===== config.mk =====
export PLATFORM = sky130hd
export DESIGN_NAME = lcd_word_printer
export DESIGN_NICKNAME = d
export VERILOG_FILES = /design/src/rtl/lcd_pkg.sv /design/src/rtl/hex_to_ascii.sv /design/src/rtl/lcd_word_printer.sv
export SDC_FILE = /design/constraint.sdc
export NUM_CORES = 1
export LEC_CHECK = 0
export CORE_UTILIZATION = 50
export DETAILED_ROUTE_END_ITERATION = 8
export GPL_TIMING_DRIVEN = 0
export PLACE_DENSITY = 0.83
export SYNTH_ARGS = -nofsm -noshare
export SYNTH_HDL_FRONTEND = slang
export SYNTH_HIERARCHICAL = 1
export SYNTH_SLANG_ARGS = --single-unit

===== constraint.sdc =====
create_clock -name clk -period 3.2 [get_ports clk]
set_clock_uncertainty 0.15 [all_clocks]
set_input_delay 0.32 -clock clk [delete_from_list [all_inputs] [get_ports clk]]
set_output_delay 0.32 -clock clk [all_outputs]
set_load 0.005 [all_outputs]

===== src/rtl/lcd_pkg.sv =====
// Shared definitions for the LCD text formatters: FSM state encoding,
// ASCII constants and a nibble-select helper.
// No ports; imported by lcd_word_printer and hex_to_ascii.
package lcd_pkg;

    // Number of hex digits printed for one bus word.
    localparam int HEX_DIGITS = 5;

    // '0' for nibbles 0-9; 'A'-10 for nibbles A-F.
    localparam logic [7:0] ASCII_0     = 8'h30;
    localparam logic [7:0] ASCII_A_OFF = 8'h37;

    typedef enum logic [2:0] {
        ST_IDLE,
        ST_SETLN,
        ST_EMIT,
        ST_GAP,
        ST_DONE
    } state_t;

    // Returns hex digit 'idx' (0 = least significant) of a word that has
    // already been zero-extended to a whole number of nibbles.
    function automatic logic [3:0] nibble_at(input logic [HEX_DIGITS*4-1:0] w,
                                             input logic [2:0]              idx);
        return w[{idx, 2'b00} +: 4];
    endfunction

endpackage


===== src/rtl/hex_to_ascii.sv =====
// Combinational nibble to uppercase hex ASCII encoder ('0'-'9', 'A'-'F').
// Ports: nibble (4-bit value in), ascii (8-bit character out).
// Zero latency, no handshake; shared by the display formatters.
module hex_to_ascii
    import lcd_pkg::*;
(
    input  logic [3:0] nibble,
    output logic [7:0] ascii
);

    always_comb begin
        ascii = ASCII_0 + {4'h0, nibble};
        if (nibble > 4'd9) begin
            ascii = ASCII_A_OFF + {4'h0, nibble};
        end
    end

endmodule


===== src/rtl/lcd_word_printer.sv =====
// Prints a bus word as five hex ASCII characters (MS digit first) to the LCD
// driver: one set_line pulse, then each character with valid/ready, a
// CHAR_GAP idle gap after every accepted character, then a done pulse.
// Ports: clk/reset (async active-low), start/word/line request, busy/done
// status, set_line/line_out cursor control, char_out/char_valid/char_ready.
// Latency: 7 cycles at CHAR_GAP=0; each stalled EMIT cycle adds one cycle.
module lcd_word_printer
    import lcd_pkg::*;
#(
    parameter int DATA_W   = 18,
    parameter int CHAR_GAP = 4
) (
    input  logic              clk,
    input  logic              reset,
    input  logic              start,
    input  logic [DATA_W-1:0] word,
    input  logic              line,
    output logic              busy,
    output logic              done,
    output logic              set_line,
    output logic              line_out,
    output logic [7:0]        char_out,
    output logic              char_valid,
    input  logic              char_ready
);

    localparam int PAD_W = HEX_DIGITS * 4;
    localparam int GAP_W = (CHAR_GAP > 1) ? $clog2(CHAR_GAP) : 1;
    localparam logic [2:0] TOP_DIGIT = 3'(HEX_DIGITS - 1);

    state_t             state;
    logic [DATA_W-1:0]  word_q;
    logic [2:0]         idx;
    logic [GAP_W-1:0]   gap_cnt;

    logic [PAD_W-1:0]   word_in_pad;
    logic [PAD_W-1:0]   word_q_pad;
    logic [2:0]         idx_next;
    logic [3:0]         nib;
    logic [7:0]         nib_ascii;

    assign word_in_pad = {{(PAD_W - DATA_W){1'b0}}, word};
    assign word_q_pad  = {{(PAD_W - DATA_W){1'b0}}, word_q};
    assign idx_next    = (idx == 3'd0) ? 3'd0 : idx - 3'd1;

    // char_out is registered, so the encoder looks one digit ahead: in IDLE it
    // prepares the top digit of the incoming word, afterwards the digit that
    // follows the one currently on the bus. char_ready never reaches char_out
    // combinationally.
    always_comb begin
        nib = nibble_at(word_q_pad, idx_next);
        if (state == ST_IDLE) begin
            nib = nibble_at(word_in_pad, TOP_DIGIT);
        end
    end

    hex_to_ascii u_hex_to_ascii (
        .nibble (nib),
        .ascii  (nib_ascii)
    );

    always_ff @(posedge clk or negedge reset) begin
        if (!reset) begin
            state      <= ST_IDLE;
            word_q     <= '0;
            idx        <= 3'd0;
            gap_cnt    <= '0;
            busy       <= 1'b0;
            done       <= 1'b0;
            set_line   <= 1'b0;
            line_out   <= 1'b0;
            char_out   <= 8'h00;
            char_valid <= 1'b0;
        end else begin
            case (state)
                ST_IDLE: begin
                    if (start) begin
                        word_q   <= word;
                        line_out <= line;
                        idx      <= TOP_DIGIT;
                        char_out <= nib_ascii;
                        busy     <= 1'b1;
                        set_line <= 1'b1;
                        state    <= ST_SETLN;
                    end
                end

                ST_SETLN: begin
                    set_line   <= 1'b0;
                    char_valid <= 1'b1;
                    state      <= ST_EMIT;
                end

                ST_EMIT: begin
                    if (char_ready) begin
                        if (idx == 3'd0) begin
                            char_valid <= 1'b0;
                            done       <= 1'b1;
                            state      <= ST_DONE;
                        end else begin
                            idx      <= idx_next;
                            char_out <= nib_ascii;
                            // With no gap the next digit follows back-to-back
                            // and char_valid simply stays high.
                            if (CHAR_GAP > 0) begin
                                char_valid <= 1'b0;
                                gap_cnt    <= GAP_W'(CHAR_GAP - 1);
                                state      <= ST_GAP;
                            end
                        end
                    end
                end

                ST_GAP: begin
                    if (gap_cnt == '0) begin
                        char_valid <= 1'b1;
                        state      <= ST_EMIT;
                    end else begin
                        gap_cnt <= gap_cnt - GAP_W'(1);
                    end
                end

                ST_DONE: begin
                    done  <= 1'b0;
                    busy  <= 1'b0;
                    state <= ST_IDLE;
                end

                default: begin
                    state <= ST_IDLE;
                end
            endcase
        end
    end

endmodule

* Yosys cells after proc, flatten, opt, wreduce, memory -nomap -nowiden
Cells that the tools add are included.
** Word-level totals
- Output and inout bits :: 13
- Bits in writable memories :: 0
- Memory bits (read-only) :: 0
- Bits in registers :: 39
- Latch bits :: 0
- Input port bits :: 23
- Memories :: 0
- Logic and storage cells :: 72
** Operators by class
- Magnitude comparators :: 1
- Mux-type cells :: 29
- Add/subtract/negate cells :: 4
- Reduce and logical (&&, ||, !) cells :: 17
- $mul :: 0
- Divide/modulo/power cells :: 0
- Shift-type cells :: 1
- Bitwise logic cells :: 0
- Eq/ne operators :: 10
** Operator list (number)
- two-way mux 8 bit :: 4
- two-way mux 3 bit :: 8
- indexed part select 20 x 6 -> 4 bit :: 1
- case mux 8 bit (2 select lines) :: 1
- adder 6 x 4 -> 7 bit (first input constant) :: 2
- != test 2 bit (second input constant) :: 6
- case mux 3 bit (4 select lines) :: 1
- nonzero test 2 bit :: 5
- AND reduction 3 bit :: 3
- AND reduction 4 bit :: 2
- equality test 3 x 2 -> 1 bit (second input constant) :: 2
- zero test 3 bit :: 2
- two-way mux 2 bit :: 3
- case mux 1 bit (2 select lines) :: 3
- case mux 3 bit (2 select lines) :: 1
- AND reduction 2 bit :: 3
- two-way mux 1 bit :: 5
- greater-than comparator 4 bit (second input constant) :: 1
- two-way mux 4 bit :: 1
- case mux 2 bit (2 select lines) :: 1
- equality test 3 x 1 -> 1 bit (second input constant) :: 1
- equality test 3 bit (second input constant) :: 1
- case mux 1 bit (3 select lines) :: 1
- nonzero test 3 bit :: 1
- other kinds (3) :: 3

* Logic depth before layout (Yosys ltp)
- Word-level depth :: 9
- Gate-level depth with buffers :: 11
- Depth with buffers taken out :: 10

* By module
Netlist, hierarchy kept.
** Modules (own cells, without submodules)
- lcd_word_printer :: instances 1, sequential area each 975.9 um^2, area each 1840.5 um^2, cells each 146
- hex_to_ascii :: instances 1, sequential area each 0.0 um^2, area each 120.1 um^2, cells each 15

* Least setup slack after synthesis
Ideal clock, no wire load.
- Path type :: register to register
- From :: register idx[0]
- To :: register char_out[5]
- Period minus slack after synthesis :: 2.454 ns
- Stages on the path, launching flop included :: 11
- Path buffers :: 1
- Required time :: 2.925 ns
- Setup slack :: 0.746 ns
- Arrival :: 2.180 ns
- Library setup time :: 0.125 ns
- Cell sequence :: dfrtp_1 -> buf_2 -> or2_2 -> a21oi_1 -> a21bo_2 -> inv_1 -> ha_1 -> nor2_2 -> a21boi_2 -> o21ai_0 -> mux2_2
** Between the ends
- Longest elaborated chain between the ends :: 9
- Elaborated cells on any way between the ends :: 15
- Those cells by class :: 3 x add/sub; 1 x order compare; 1 x eq/ne; 1 x shift; 7 x mux; 2 x reduce/logical
** RTL lines
- start: declaration :: line lcd_word_printer.sv:33 : logic [2:0] idx;
- start signal: assignment :: line lcd_word_printer.sv:101 : idx <= idx_next;
- subtractor 3 x 1 -> 3 bit / zero test 3 bit (equally long branches) :: line lcd_word_printer.sv:44 : assign idx_next = (idx == 3'd0) ? 3'd0 : idx - 3'd1;
- two-way mux 3 bit (*) :: line lcd_word_printer.sv:44
- indexed part select 20 x 6 -> 4 bit (*) :: line lcd_pkg.sv:25 : return w[{idx, 2'b00} +: 4];
- two-way mux 4 bit (*) :: line lcd_word_printer.sv:52 : if (state == ST_IDLE) begin
- named net nib[0] :: line lcd_word_printer.sv:39 : logic [3:0] nib;
- adder 6 x 4 -> 7 bit (tied with other cells) :: line hex_to_ascii.sv:12 : ascii = ASCII_0 + {4'h0, nibble};
- two-way mux 8 bit (*) :: line hex_to_ascii.sv:13 : if (nibble > 4'd9) begin
- named net nib_ascii[5] :: line lcd_word_printer.sv:40 : logic [7:0] nib_ascii;
- two-way mux 8 bit :: line lcd_word_printer.sv:96 : if (idx == 3'd0) begin
- two-way mux 8 bit :: line lcd_word_printer.sv:95 : if (char_ready) begin
- case mux 8 bit (2 select lines) (*) :: line lcd_word_printer.sv:75 : case (state)
- end signal: assignment :: line lcd_word_printer.sv:81 : char_out <= nib_ascii;
- end signal: assignment :: line lcd_word_printer.sv:102 : char_out <= nib_ascii;
- end: declaration :: line lcd_word_printer.sv:22 : output logic [7:0] char_out,
Mark *: on every way through the listed nets, which the timed path passes. The rest lies on a longest branch. The select of a mux whose other input is x is not followed.
A chain may end at the register's enable or synchronous reset.

* Worst setup path in the final report
- From :: register idx[1]
- To :: register char_out[5]
The elaborated chain is that of the path after synthesis.

==> metrics.md <==
| Metric | Value |
|---|---|
| Count leader, synth | `dfrtp_1` |
| R2R depth | `10` |
| Vias in the first global route | `1490` |
| Post-synth EDFFs | `0` |
| Met2 usage | `~37%` |
| Flop and latch count out of synthesis | `39` |
| Post-cts resize count | `0` |
| Clock Path Buffers | `2` |
| Total Neg Setup Slack | `0 ns` |
| Clock network power share | `13.6%` |
| Yosys cell types | `40` |
| FF-to-FF Start | `idx[1]` |
| Num CTS Buffers | `5` |
| Syn_nets | `187` |
| Mapped Cells | `161` |
| Port Buffers | `35` |
| GPL Wtd Cong | `0.845` |
| Drt first pass iters | `4` |
| Clock slew at reported path FFs | `0.07 ns` |
| Clk_lat worst skew | `~0.29 ns` |
| Die Wd | `64.6 µm` |
| CP max FO | `10` |
| Crit path kind | `flip-flop to flip-flop` |
| Synth top area cells | `dfrtp_1 (50%), mux2_2 (16%), a21oi_1 (3.8%)` |
| GR Util met1 | `24.8%` |
| Final setup margin | `0.417 ns` |
| Detailed Route WL | `about 3900 µm` |
| Final min period | `between 2 and 3 ns` |
| # hold bufs at CTS | `0` |
| Switching power | `0.974 mW` |
| Failing checks | `hold timing` |
| CP startpoint kind | `flip-flop` |
| Total gr overflow | `0` |
| Worst-path cell chain | `buf_2 > or2_2 > a21oi_1 > a21bo_2 > inv_1 > ha_1 > nor2_2 > a21boi_2 > o21ai_0 > mux2_2` |
| Max cap viols | `0` |
| Std cell rows | `22` |
| H-tree levels | `2` |
| Cell accounting for the most synthesized area | `dfrtp_1` |
| Nets | `229` |
| Die ar. | `around 0.0042 mm²` |
| Register area share after synthesis | `49.8%` |
| Sw Ratio | `between 30% and 40%` |
| Antenna-violating nets left | `0` |
| Status | `complete, but fails checks` |
| GR Util met3 | `between 5 and 6%` |
| P_int | `1.68 mW` |
| Slowest Stage Delay on Critical Path | `between 0.4 and 0.5 ns` |
| DR iter-0 viols | `44` |
| Critical-path top delay cell | `dfrtp_1` |
| Final hold violations | `39` |
| DRC viols | `0` |
| Syn Area/Cell | `12.2 µm²` |
| Final period utilization | `just under 90%` |
| Unrepaired setup endpoints after global routing | `no` |
| Layout Area Growth over Synthesis | `25.8%` |
| Final Power | `approximately 2.7 mW` |
| Via/cell ratio | `5.57` |
| Least-Margin Pin Slew | `between 0.8 and 0.9 ns` |
| TritonCTS clock tree | `yes` |
| Reg2reg setup slack | `0.42 ns` |
| Initial antenna violation count | `0` |
| Static leakage | `1.04 nW` |
| Worst hold slack | `-0.0200 ns` |
| Clock sinks | `39` |
| Core area | `0.00372 mm²` |
| Finished Layout Cells | `252` |
| Ant diodes | `0` |
| Setup Fix Bufs, Post-CTS | `0` |
| Root Buffer | `clkbuf_8` |
| Slew Limit Fails | `0` |
| HP Class | `input port to async pin` |
| Dpl cells | `244` |
| Worst reg2reg path endpoint | `char_out[5]` |
| Setup Viol. Count Final | `0` |
| Synthesis Warnings | `6` |
| FMAX | `around 0.36 GHz` |
| Pre-CTS setup slack | `around 0.4 ns` |
| Seq pwr share | `32.9%` |
| Mapped cell area | `0.00196 mm²` |
| WL per Instance | `15.5 µm` |
| WP data required | `3.23 ns` |
| Logic pwr share | `53.5%` |
| I/O pins | `36` |
| Critical path endpoint category | `flip-flop` |
| Gr usage total | `approximately a fifth` |
| Via Count | `1403` |
| First-pass GRT wire length | `6720 µm` |
| Worst EP arrival | `between 2 and 3 ns` |
| FFs w/ async S/R, synth | `100%` |
| Yosys top cell area share | `49.8%` |
| Layout cell share with drive strength beyond 1 | `29.4%` |
| Slew HR | `a little over two fifths` |
| Post-synth top cells | `dfrtp_1 (39), mux2_2 (28), a21oi_1 (15)` |
| Die Y | `64.6 µm` |
| Hpwl dp | `between 2000 and 3000 µm` |
| Most used DFF post-synth | `dfrtp_1` |
| GR peak layer | `met2` |
| Largest net degree at the start of global routing | `40` |
| Power Dens Cells | `1080 mW/mm²` |
| VDD IR max | `0.000484 V` |
| Starting Density | `52.8%` |
## registers in the layout (all words and copies together) (netlist names)
signal / count
word_q: 18
char_out: 8
idx: 3
state: 3
gap_cnt: 2
busy: 1
char_valid: 1
done: 1
line_out: 1
set_line: 1
## layout by cell type, fill, tap and decap left out, drive strengths merged, types with 6 or more instances in the layout
cell type      count
dfrtp             39
clkdlybuf4s50     34
mux2              28
a21oi             15
buf               10
nand2              8
o21ai              8
clkbuf             8
nor3               7
inv                6
nand2b             6
nor2               6
## kinds of logic (layout without fill, tap and decap cells)
family / count (synthesis) / count (layout) / synth area share [%]
AOI/OAI and AO/OA: 36 / 36 / 11.9
xor gates and xnor gates: 1 / 1 / 0.447
adders and majority gates: 3 / 3 / 1.91
buffers and inverters: 15 / 58 / 4.40
DFF: 39 / 39 / 49.8
muxes: 30 / 30 / 17.7
other: 1 / 1 / 0.191
and+or+nand+nor: 36 / 36 / 13.7
## layer usage
layer | up-vias | part of all wire, %
met5 | - | 0
met1 | 707 | 43
met4 | 0 | 1.7
met2 | 39 | 51
li1 | 649 | -
met3 | 8 | 4.2
## power groups by stage
stage                     combinational, mW  sequential [mW]  clock (mW)
after floorplan                        1.05            0.850           0
after global placement                 1.35            0.862           0
after detailed placement               1.42            0.881           0
after CTS                              1.43            0.872       0.371
after global routing                   1.56            0.899       0.394
final                                  1.42            0.874       0.362
## metrics by stage
step / cell area, µm² / utilization [%]
2_1_floorplan: 1960 / -
3_3_place_gp: 2370 / 63.8
3_5_place_dp: 2370 / 63.7
4_1_cts: 2470 / 66.4
5_1_grt: 2470 / 66.4
6_report: 2470 / 66.4
## worst max-delay path, delay by kind of cell (launching register included)
family	cells	cell delay, ns
AOI/OAI and AO/OA	4	0.84
DFF	1	0.44
and+or+nand+nor	2	0.44
buffers and inverters	2	0.29
muxes	1	0.28
adders and majority gates	1	0.23
## cell type report
cell class / instances / area (µm²)
fill: 300 / 1250
sequential: 39 / 976
multi-input combinational: 107 / 898
timing repair buffer: 35 / 345
clock buffer: 8 / 100
buffer: 9 / 63.8
tap: 48 / 60.1
inverter: 6 / 22.5
## worst max-delay path by stage
| stage | from | endpoint | slack, ns |
|---|---|---|---|
| finish | idx[1] | char_out[5] | 0.42 |
| global route | idx[1] | char_out[5] | 0.27 |
| CTS | idx[1] | char_out[5] | 0.41 |
| detailed placement | idx[1] | char_out[5] | 0.41 |
| global placement | idx[1] | char_out[5] | 0.55 |
| floorplan | idx[0] | char_out[5] | 0.75 |
Note: power is estimated with default switching activity, not from simulation.
